[src/rtl/alu_ctrl_pkg.sv]
// Shared command/op encodings, FSM states and the command decoder
// for the alu_16bit arbiter/sequencer.
package alu_ctrl_pkg;

    localparam logic [2:0] CMD_AND = 3'd0;
    localparam logic [2:0] CMD_OR  = 3'd1;
    localparam logic [2:0] CMD_XOR = 3'd2;
    localparam logic [2:0] CMD_ADD = 3'd3;
    localparam logic [2:0] CMD_SUB = 3'd4;
    localparam logic [2:0] CMD_SLT = 3'd5;
    localparam logic [2:0] CMD_NOR = 3'd6;
    localparam logic [2:0] CMD_ILL = 3'd7;

    localparam logic [2:0] ALUOP_AND  = 3'b000;
    localparam logic [2:0] ALUOP_OR   = 3'b010;
    localparam logic [2:0] ALUOP_XOR  = 3'b011;
    localparam logic [2:0] ALUOP_ADD  = 3'b100;
    localparam logic [2:0] ALUOP_LESS = 3'b101;

    typedef enum logic [1:0] {
        ST_IDLE = 2'd0,
        ST_EXEC = 2'd1,
        ST_SLT2 = 2'd2,
        ST_RESP = 2'd3
    } state_e;

    typedef struct packed {
        logic       ainvert;
        logic       bnegate;
        logic       cin;
        logic [2:0] op;
    } alu_ctrl_t;

    // SLT's first pass is a plain subtraction; the illegal code decodes to all-zero controls.
    function automatic alu_ctrl_t decode(input logic [2:0] cmd);
        alu_ctrl_t c;
        c = '{ainvert: 1'b0, bnegate: 1'b0, cin: 1'b0, op: ALUOP_AND};
        case (cmd)
            CMD_AND: c = '{ainvert: 1'b0, bnegate: 1'b0, cin: 1'b0, op: ALUOP_AND};
            CMD_OR:  c = '{ainvert: 1'b0, bnegate: 1'b0, cin: 1'b0, op: ALUOP_OR};
            CMD_XOR: c = '{ainvert: 1'b0, bnegate: 1'b0, cin: 1'b0, op: ALUOP_XOR};
            CMD_ADD: c = '{ainvert: 1'b0, bnegate: 1'b0, cin: 1'b0, op: ALUOP_ADD};
            CMD_SUB: c = '{ainvert: 1'b0, bnegate: 1'b1, cin: 1'b1, op: ALUOP_ADD};
            CMD_SLT: c = '{ainvert: 1'b0, bnegate: 1'b1, cin: 1'b1, op: ALUOP_ADD};
            CMD_NOR: c = '{ainvert: 1'b1, bnegate: 1'b1, cin: 1'b0, op: ALUOP_AND};
            default: c = '{ainvert: 1'b0, bnegate: 1'b0, cin: 1'b0, op: ALUOP_AND};
        endcase
        return c;
    endfunction

endpackage

[src/rtl/rr_arb2.sv]
// Two-way arbiter: alternates on contention when RR_EN is set,
// otherwise requester 0 always wins.
module rr_arb2 #(
    parameter bit RR_EN = 1'b1
) (
    input  logic [1:0] valid,
    input  logic       last_grant,
    output logic [1:0] grant
);

    // One-hot grant among the valid requesters
    always_comb begin
        grant = 2'b00;
        case (valid)
            2'b01:   grant = 2'b01;
            2'b10:   grant = 2'b10;
            2'b11: begin
                if (RR_EN && (last_grant == 1'b0)) begin
                    grant = 2'b10;
                end else begin
                    grant = 2'b01;
                end
            end
            default: grant = 2'b00;
        endcase
    end

endmodule

[src/rtl/alu_16bit_arbiter_ctrl.sv]
// Shares one external alu_16bit between two requesters: arbitration,
// command decode, two-pass SLT and a single valid/ready response port.
module alu_16bit_arbiter_ctrl
    import alu_ctrl_pkg::*;
#(
    parameter int WIDTH = 16,
    parameter bit RR_EN = 1'b1
) (
    input  logic                  clk,
    input  logic                  rst_n,
    input  logic [1:0]            req_valid,
    output logic [1:0]            req_ready,
    input  logic [1:0][2:0]       req_cmd,
    input  logic [1:0][WIDTH-1:0] req_a,
    input  logic [1:0][WIDTH-1:0] req_b,
    output logic                  rsp_valid,
    input  logic                  rsp_ready,
    output logic                  rsp_id,
    output logic [WIDTH-1:0]      rsp_result,
    output logic                  rsp_cout,
    output logic                  rsp_err,
    output logic [WIDTH-1:0]      alu_a,
    output logic [WIDTH-1:0]      alu_b,
    output logic                  alu_cin,
    output logic                  alu_ainvert,
    output logic                  alu_bnegate,
    output logic                  alu_less,
    output logic [2:0]            alu_op,
    input  logic [WIDTH-1:0]      alu_result,
    input  logic                  alu_cout,
    output logic [15:0]           op_count
);

    state_e           state_r;
    logic             last_grant_r;
    logic             id_r;
    logic             slt_r;
    logic             rsp_valid_r;
    logic             rsp_cout_r;
    logic             rsp_err_r;
    logic [WIDTH-1:0] rsp_result_r;
    logic [WIDTH-1:0] alu_a_r;
    logic [WIDTH-1:0] alu_b_r;
    logic             alu_cin_r;
    logic             alu_ainvert_r;
    logic             alu_bnegate_r;
    logic             alu_less_r;
    logic [2:0]       alu_op_r;
    logic [15:0]      op_count_r;

    logic [1:0]       grant_s;
    logic             sel_s;
    logic             accept_s;
    logic [2:0]       cmd_s;
    alu_ctrl_t        dec_s;
    logic             res_msb_s;
    logic             ovf_s;
    logic             lt_s;
    logic             done_s;

    rr_arb2 #(
        .RR_EN(RR_EN)
    ) u_arb (
        .valid      (req_valid),
        .last_grant (last_grant_r),
        .grant      (grant_s)
    );

    // Accept path, decode of the granted command, and the SLT sign/overflow check
    always_comb begin
        if (state_r == ST_IDLE) begin
            req_ready = grant_s;
        end else begin
            req_ready = 2'b00;
        end
        sel_s     = grant_s[1];
        accept_s  = |req_ready;
        cmd_s     = req_cmd[sel_s];
        dec_s     = decode(cmd_s);
        res_msb_s = alu_result[WIDTH-1];
        ovf_s     = (alu_a_r[WIDTH-1] != alu_b_r[WIDTH-1]) && (res_msb_s != alu_a_r[WIDTH-1]);
        lt_s      = res_msb_s ^ ovf_s;
        done_s    = (state_r == ST_RESP) && rsp_ready;
    end

    // Sequencer FSM with registered ALU drive and response fields
    always_ff @(posedge clk or negedge rst_n) begin
        if (!rst_n) begin
            state_r       <= ST_IDLE;
            last_grant_r  <= 1'b1;
            id_r          <= 1'b0;
            slt_r         <= 1'b0;
            rsp_valid_r   <= 1'b0;
            rsp_cout_r    <= 1'b0;
            rsp_err_r     <= 1'b0;
            rsp_result_r  <= '0;
            alu_a_r       <= '0;
            alu_b_r       <= '0;
            alu_cin_r     <= 1'b0;
            alu_ainvert_r <= 1'b0;
            alu_bnegate_r <= 1'b0;
            alu_less_r    <= 1'b0;
            alu_op_r      <= 3'b000;
        end else begin
            case (state_r)
                ST_IDLE: begin
                    if (accept_s) begin
                        id_r          <= sel_s;
                        slt_r         <= (cmd_s == CMD_SLT);
                        alu_a_r       <= req_a[sel_s];
                        alu_b_r       <= req_b[sel_s];
                        alu_ainvert_r <= dec_s.ainvert;
                        alu_bnegate_r <= dec_s.bnegate;
                        alu_cin_r     <= dec_s.cin;
                        alu_op_r      <= dec_s.op;
                        alu_less_r    <= 1'b0;
                        rsp_cout_r    <= 1'b0;
                        if (cmd_s == CMD_ILL) begin
                            rsp_err_r    <= 1'b1;
                            rsp_result_r <= '0;
                            rsp_valid_r  <= 1'b1;
                            state_r      <= ST_RESP;
                        end else begin
                            rsp_err_r    <= 1'b0;
                            state_r      <= ST_EXEC;
                        end
                    end else begin
                        state_r <= ST_IDLE;
                    end
                end
                ST_EXEC: begin
                    if (slt_r) begin
                        // Second pass just forwards the computed less-than bit
                        alu_op_r   <= ALUOP_LESS;
                        alu_less_r <= lt_s;
                        state_r    <= ST_SLT2;
                    end else begin
                        rsp_result_r <= alu_result;
                        rsp_cout_r   <= (alu_op_r == ALUOP_ADD) ? alu_cout : 1'b0;
                        rsp_valid_r  <= 1'b1;
                        state_r      <= ST_RESP;
                    end
                end
                ST_SLT2: begin
                    rsp_result_r <= alu_result;
                    rsp_cout_r   <= 1'b0;
                    alu_less_r   <= 1'b0;
                    rsp_valid_r  <= 1'b1;
                    state_r      <= ST_RESP;
                end
                ST_RESP: begin
                    if (rsp_ready) begin
                        rsp_valid_r  <= 1'b0;
                        last_grant_r <= id_r;
                        state_r      <= ST_IDLE;
                    end else begin
                        state_r <= ST_RESP;
                    end
                end
                default: state_r <= ST_IDLE;
            endcase
        end
    end

    // Completed-response counter, free-running wrap
    always_ff @(posedge clk or negedge rst_n) begin
        if (!rst_n) begin
            op_count_r <= 16'd0;
        end else begin
            op_count_r <= op_count_r + {15'd0, done_s};
        end
    end

    assign rsp_valid   = rsp_valid_r;
    assign rsp_id      = id_r;
    assign rsp_result  = rsp_result_r;
    assign rsp_cout    = rsp_cout_r;
    assign rsp_err     = rsp_err_r;
    assign alu_a       = alu_a_r;
    assign alu_b       = alu_b_r;
    assign alu_cin     = alu_cin_r;
    assign alu_ainvert = alu_ainvert_r;
    assign alu_bnegate = alu_bnegate_r;
    assign alu_less    = alu_less_r;
    assign alu_op      = alu_op_r;
    assign op_count    = op_count_r;

endmodule

[config.mk]
export PLATFORM = sky130hd
export DESIGN_NAME = alu_16bit_arbiter_ctrl
export DESIGN_NICKNAME = d
export VERILOG_FILES = /design/src/rtl/alu_ctrl_pkg.sv /design/src/rtl/rr_arb2.sv /design/src/rtl/alu_16bit_arbiter_ctrl.sv
export SDC_FILE = /design/constraint.sdc
export NUM_CORES = 1
export LEC_CHECK = 0
export ABC_AREA = 1
export CORE_MARGIN = 2
export CORE_UTILIZATION = 65
export CTS_BUF_LIST = sky130_fd_sc_hd__clkbuf_4
export DETAILED_ROUTE_END_ITERATION = 8
export DONT_BUFFER_PORTS = 1
export PLACE_DENSITY = 0.81
export SETUP_SLACK_MARGIN = 0.02
export SYNTH_ARGS = -nofsm -noshare
export SYNTH_HDL_FRONTEND = slang
export SYNTH_SLANG_ARGS = --single-unit
[constraint.sdc]
create_clock -name clk -period 4.1 [get_ports clk]
set_input_delay 1.23 -clock clk [delete_from_list [all_inputs] [get_ports clk]]
set_output_delay 1.23 -clock clk [all_outputs]
set_load 0.02 [all_outputs]
==> flow_metrics.py, run 1 <==
metrics = {
    "outcome": {
        "status": "finished, final reports clean",
    },
    "cells_and_area": {
        "layout_common_cells": "119 x nand2_1, 78 x dfrtp_1, 45 x inv_1",
        "drive_gt1_frac": 0.0698,
        "insertedDiodeCount": 0,
        "regArea_um2": 1980,
        "nets": 525,
        "area_delta_synth_final_pct": 4.42,
        "num-fill-cells": 465,
        "final_common_cell": "nand2_1",
        "multi_input_area_um2": 1640,
    },
    "hold_path": {
        "hold_path_class": "in2async",
    },
    "floorplan": {
        "io_pins": 169,
        "die_h_um": 81.3,
        "die_area_um2": 6610,
        "die_x_um": 81.3,
        "coreArea_um2": 5850,
        "initial_core_util": 0.664,
        "num_rows": 28,
    },
    "drt": {
        "vias": 2914,
        "vias_per_cell": 5.77,
        "wl_um": 8020,
        "firstDrtPassIters": 4,
        "drc": 0,
        "first_iter_violations": 191,
        "ant_nets": 0,
        "post_drt_wl_per_cell_um": 15.9,
    },
    "power_and_ir_drop": {
        "power_frac_seq": 0.530,
        "intPower_uw": 1630,
        "swShare": 0.466,
        "cellPowerDensity_nw_per_um2": 754,
        "p_leak_uw": 0.00220,
        "netSwitchingPower_uw": 1430,
        "power_frac_comb": 0.304,
        "pwr-share-clk": 0.166,
        "ir_drop_mv": 0.520,
    },
    "clock_network": {
        "cts_sinks": 79,
        "root_buffer": "clkbuf_4",
        "cts_buffer_depth": 2,
        "clkTransAtPathRegs_ns": 0.12,
        "cts_tree": "yes",
        "cts_resized": 0,
        "h-tree-depth": 3,
        "worstSkewPairLatency_ns": 0.39,
        "cts-buffers-inserted": 9,
        "post-cts-setup-buffer-count": 0,
        "holdBufCountCts": 0,
    },
    "yosys": {
        "syn_area_per_cell_um2": 9.03,
        "synth_area_um2": 3880,
        "synth_fa_ha_area_frac": 0.0258,
        "synth_top_family_by_area": "simple AND/OR/NAND/NOR gates",
        "synthArstFlopShare": 1.00,
        "synth_xor_area_frac": 0.0271,
        "synth_compound_area_frac": 0.0761,
        "ys_seq_area_frac": 0.510,
        "muxShareOfSynthArea": 0.0825,
        "ys_seq_elements": 79,
        "ys.flop_type": "dfrtp_1",
        "synth-simple-area-share": 0.210,
        "yosysUniqueCellTypes": 33,
        "yosysTopAreaCell": "dfrtp_1",
        "synth_nets": 530,
        "syn_inst": 430,
        "synth_top_cell_area_share": 0.503,
        "ys_warn_count": 0,
        "synth_edf_count": 0,
        "synth_area_leaders": "dfrtp_1 50%, nand2_1 12%, mux2i_1 8.3%",
    },
    "sta": {
        "fin_ws_ns": 0.875,
        "tightestPinTransition_ns": 0.619,
        "setup_viol": 0,
        "relSlewSlack": 0.584,
        "finalCriticalPeriod_ns": 3.23,
        "max_freq_ghz": 0.310,
        "finalClockSkew_ns": 0.0169,
        "finalMaxSlewViolations": 0,
        "finalCritPeriodShare": 0.787,
        "finalHoldViolCount": 0,
        "rsz0062_at_grt": "no",
        "finalSetupTns_ns": 0,
    },
    "worst_setup_path": {
        "path_max_fanout": 4,
        "cp.arrival_ns": 2.00,
        "crit_family": "simple AND/OR/NAND/NOR gates",
        "slowest_stage": "nor3_1",
        "rr_worst_depth": 10,
        "path_depth": 4,
        "crit_type": "reg2out",
        "path_cells": "inv_1 > ha_1 > inv_1 > nor3_1",
        "rr_endpoint": "rsp_result[10]$_DFFE_PN0P_",
        "r2r-start": "last_grant_r$_DFFE_PN1P_",
        "critPathBufInv": 2,
        "path_common_cell": "inv_1",
        "r2r_slack_ns": 1.82,
        "end_kind": "primary output",
        "critPathLaunchType": "register",
        "worstPathRequired_ns": 2.87,
        "critPathMaxStageDelay_ns": 0.55,
        "endpoint": "req_ready[0]",
        "cp-startpoint": "state_r[0]$_DFF_PN0_",
    },
    "flow_run": {
        "timing.max_cap.violations": 0,
    },
    "global_route": {
        "grtUsageTotal": 0.249,
        "grt_max_degree": 80,
        "grt_pass1_wl_um": 12400,
        "grt_pass1_vias": 2629,
        "antenna_found_initial": 0,
        "overflow": 0,
    },
    "place": {
        "dpl_worst_slack_ns": 1.08,
        "port_buffers": 0,
        "gp_congestion": 0.850,
        "dp_hpwl_um": 5830,
    },
}
## synthesized netlist by cell type (2+ instances only)
| master | count |
|---|---|
| clkbuf_1 | 9 |
| buf_2 | 5 |
| ha_1 | 8 |
| nor2_1 | 9 |
| mux2i_1 | 32 |
| xor2_1 | 6 |
| inv_1 | 45 |
| nor3_1 | 5 |
| o21ai_1 | 18 |
| xnor2_1 | 6 |
| nand2_1 | 119 |
| o22ai_1 | 2 |
| o21ai_0 | 23 |
| nand3_1 | 13 |
| a21oi_1 | 6 |
| nand2_4 | 3 |
| buf_4 | 3 |
| nand4_1 | 22 |
| dfrtp_1 | 78 |
| nand2_2 | 5 |
## power groups by stage
stage | sequential (µW) | combinational (µW) | clock [µW]
3_3_place_gp | 1630 | 890 | 0
4_1_cts | 1620 | 937 | 518
6_report | 1620 | 931 | 507
2_1_floorplan | 1560 | 814 | 0
5_1_grt | 1660 | 1080 | 565
3_5_place_dp | 1630 | 938 | 0
## flip-flops by register name, indices dropped and copies added, names as in the netlist, 2 cells and up
register	cells
alu_op	3
rsp_result	16
alu_a	16
op_count	16
alu_b	16
state_r	2
## worst min path at each step
stage / end / slack, ns / cells past startpoint
3_5_place_dp: last_grant_r$_DFFE_PN1P_ / 0.52 / 2
4_1_cts: alu_a[4]$_DFFE_PN0P_ / 0.48 / 0
2_1_floorplan: last_grant_r$_DFFE_PN1P_ / 0.48 / 2
3_3_place_gp: last_grant_r$_DFFE_PN1P_ / 0.50 / 2
6_report: op_count[13]$_DFF_PN0_ / 0.51 / 0
5_1_grt: op_count[1]$_DFF_PN0_ / 0.45 / 0
## logic make-up (layout without fill, tap and decap cells)
group / Yosys count / in the layout
DFF: 79 / 79
xor gates and xnor gates: 12 / 12
buffers and inverters: 65 / 65
and+or+nand+nor: 180 / 180
muxes: 32 / 32
AOI/OAI and AO/OA: 54 / 54
adders and majority gates: 8 / 8
## final cells by class
| type | instances | area share |
|---|---|---|
| well taps | 75 | 0.0231 |
| flip-flops and latches | 79 | 0.488 |
| inverters | 47 | 0.0435 |
| clock inverters | 5 | 0.0179 |
| clock buffers | 11 | 0.0204 |
| repair buffers | 2 | 0.00370 |
| multi-input cells | 286 | 0.403 |
## metal layers
metal | global-route usage | vias to the layer above | share of wire
li1 | - | 1399 | -
met1 | 0.312 | 1370 | 0.41
met2 | 0.394 | 136 | 0.50
met3 | 0.0744 | 9 | 0.082
met4 | 0.120 | 0 | 0.012
met5 | 0 | - | 0
## stage by stage
stage / hold WS, ns / instances / power, µW / cell area [µm²] / util
after floorplan: 0.479 / 430 / 2370 / 3880 / -
after global placement: 0.501 / 489 / 2520 / 3900 / 0.666
after detailed placement: 0.521 / 489 / 2570 / 3900 / 0.666
after CTS: 0.481 / 505 / 3080 / 4050 / 0.693
after global routing: 0.451 / 505 / 3310 / 4050 / 0.693
final: 0.512 / 505 / 3060 / 4050 / 0.693
Note: power is estimated with default switching activity, not from simulation.
==> run 2: changes to the inputs <==
==> constraint.sdc (replaced) <==
create_clock -name clk -period 3.05 [get_ports clk]
set_input_delay 0.915 -clock clk [delete_from_list [all_inputs] [get_ports clk]]
set_output_delay 0.915 -clock clk [all_outputs]
set_load 0.02 [all_outputs]
==> run 2 against run 1 <==
First-iteration DRC count shrank 31%. Final cell count up 0.40%. Core utilization down 0.064 points. Clock skew is 0.0014 ns higher. Sequential share of layout area barely moved. Die area stayed put. Worst hold slack worse by 0.34 ns. Count of clock-buffer cells in the layout shrank 1. Largest power group unchanged. Wire length up 1.7%. Clock power up 21%.
==> flow_metrics.py, run 2 (synthesized netlist as in run 1, its figures left out) <==
metrics = {
    "floorplan": {
        "die_x_um": 81.3,
        "io_pins": 169,
        "num_rows": 28,
        "initial_core_util": 0.664,
        "die_area_um2": 6610,
        "die_h_um": 81.3,
        "coreArea_um2": 5850,
    },
    "clock_network": {
        "clkTransAtPathRegs_ns": 0.13,
        "h-tree-depth": 3,
        "worstSkewPairLatency_ns": 0.41,
        "cts-buffers-inserted": 9,
        "cts_resized": 0,
        "cts_buffer_depth": 2,
        "cts_tree": "yes",
        "cts_sinks": 79,
        "post-cts-setup-buffer-count": 0,
        "holdBufCountCts": 0,
        "root_buffer": "clkbuf_4",
    },
    "place": {
        "port_buffers": 0,
        "place_inst": 491,
        "gp_congestion": 0.827,
        "dp_hpwl_um": 5840,
    },
    "worst_setup_path": {
        "crit_type": "reg2out",
        "path_max_fanout": 4,
        "cp.arrival_ns": 1.79,
        "critPathLaunchType": "register",
        "critPathMaxStageDelay_ns": 0.43,
        "worstPathRequired_ns": 2.13,
        "crit_family": "buffers and inverters",
        "end_kind": "primary output",
        "critPathBufInv": 3,
        "slowest_stage": "dfrtp_1",
        "cp-startpoint": "state_r[0]$_DFF_PN0_",
        "r2r-start": "state_r[0]$_DFF_PN0_",
        "path_common_cell": "inv_1",
        "path_cells": "inv_1 > ha_1 > inv_1 > nor3_1 > buf_4",
    },
    "cells_and_area": {
        "layout_common_cells": "119 x nand2_1, 78 x dfrtp_1, 45 x inv_1",
        "drive_gt1_frac": 0.0741,
        "insertedDiodeCount": 0,
        "nets": 527,
        "area_delta_synth_final_pct": 4.32,
        "final_common_cell": "nand2_1",
        "fin_cells": 507,
    },
    "drt": {
        "drc": 0,
        "vias": 2840,
        "wl_um": 8160,
        "firstDrtPassIters": 4,
        "ant_nets": 0,
        "first_iter_violations": 131,
        "post_drt_wl_per_cell_um": 16.1,
        "vias_per_cell": 5.60,
    },
    "flow_run": {
        "timing.max_cap.violations": 0,
    },
    "global_route": {
        "grt_pass1_wl_um": 12800,
        "grt_max_degree": 80,
        "antenna_found_initial": 0,
        "overflow": 0,
        "grt_pass1_vias": 2767,
        "grtUsageTotal": 0.255,
    },
    "sta": {
        "finalCriticalPeriod_ns": 2.71,
        "tightestPinTransition_ns": 0.614,
        "setup_viol": 0,
        "finalCritPeriodShare": 0.889,
        "finalHoldViolCount": 0,
        "relSlewSlack": 0.588,
        "finalClockSkew_ns": 0.0183,
        "rsz0062_at_grt": "no",
        "finalSetupTns_ns": 0,
        "max_freq_ghz": 0.369,
        "hold_ws_ns": 0.173,
        "finalMaxSlewViolations": 0,
    },
    "power_and_ir_drop": {
        "p_leak_uw": 0.00219,
        "power_frac_seq": 0.537,
        "power_frac_comb": 0.312,
        "ir_drop_mv": 0.677,
        "netSwitchingPower_uw": 1940,
        "intPower_uw": 2110,
        "cellPowerDensity_nw_per_um2": 1000,
        "swShare": 0.479,
        "pwr-share-clk": 0.151,
        "power.total_uw": 4050,
    },
    "hold_path": {
        "hold_path_class": "in2async",
    },
    "outcome": {
        "status": "finished, final reports clean",
    },
}
run 2: changes by cell type in the layout (fill, tap and decap cells not counted), sizes merged:
| cell | delta |
|---|---|
| buf | +2 |
| clkinvlp | +2 |
| bufinv | -1 |
| clkbuf | -1 |
run 2: metrics by stage:
step	util	area (µm²)	setup WS [ns]
after floorplan	-	3880	0.427
after global placement	0.669	3910	0.808
after detailed placement	0.669	3910	0.717
after CTS	0.692	4050	0.309
after global routing	0.692	4050	0.196
final	0.692	4050	0.340
run 2: area by class of cell:
| cell class | count | area, µm² |
|---|---|---|
| flip-flops and latches | 79 | 1980 |
| fillers | 441 | 1800 |
| multi-input cells | 286 | 1640 |
| inverters | 47 | 176 |
| well taps | 75 | 93.8 |
| clock buffers | 10 | 75.1 |
| clock inverters | 6 | 61.3 |
| repair buffers | 4 | 30.0 |
run 2: worst paths after layout:
check                      cells past startpoint  slack, ns                  endpoint
max                                            5       0.34              req_ready[0]
min                                            0       0.17     op_count[5]$_DFF_PN0_
max reg2reg                                    9       1.03    op_count[14]$_DFF_PN0_
min reg2reg                                    2       0.54  last_grant_r$_DFFE_PN1P_
max in group asynchronous                      0       2.68  last_grant_r$_DFFE_PN1P_
min in group clk                               2       0.54  last_grant_r$_DFFE_PN1P_
run 2: metal layers:
metal,vias up,track usage,share of wire,wire length [µm]
li1,1398,-,-,-
met1,1310,0.306,0.41,3360
met2,122,0.412,0.48,3950
met3,10,0.0956,0.089,723
met4,0,0.107,0.014,118
met5,-,0,0,0
run 2: power by group through the flow:
stage	Combinational [µW]	Sequential [µW]	Clock, µW
after floorplan	1090	2090	0
after global placement	1210	2190	0
after detailed placement	1270	2190	0
after CTS	1270	2180	617
after global routing	1460	2230	672
final	1270	2180	612
run 2: worst reg2reg max path, cell delays in order (launching register included):
cell	delay, ns
dfrtp_1	0.42
ha_1	0.18
nand2_1	0.10
inv_1	0.08
ha_1	0.16
ha_1	0.20
nand2_1	0.07
nor3_1	0.40
nand4_1	0.16
xnor2_1	0.16
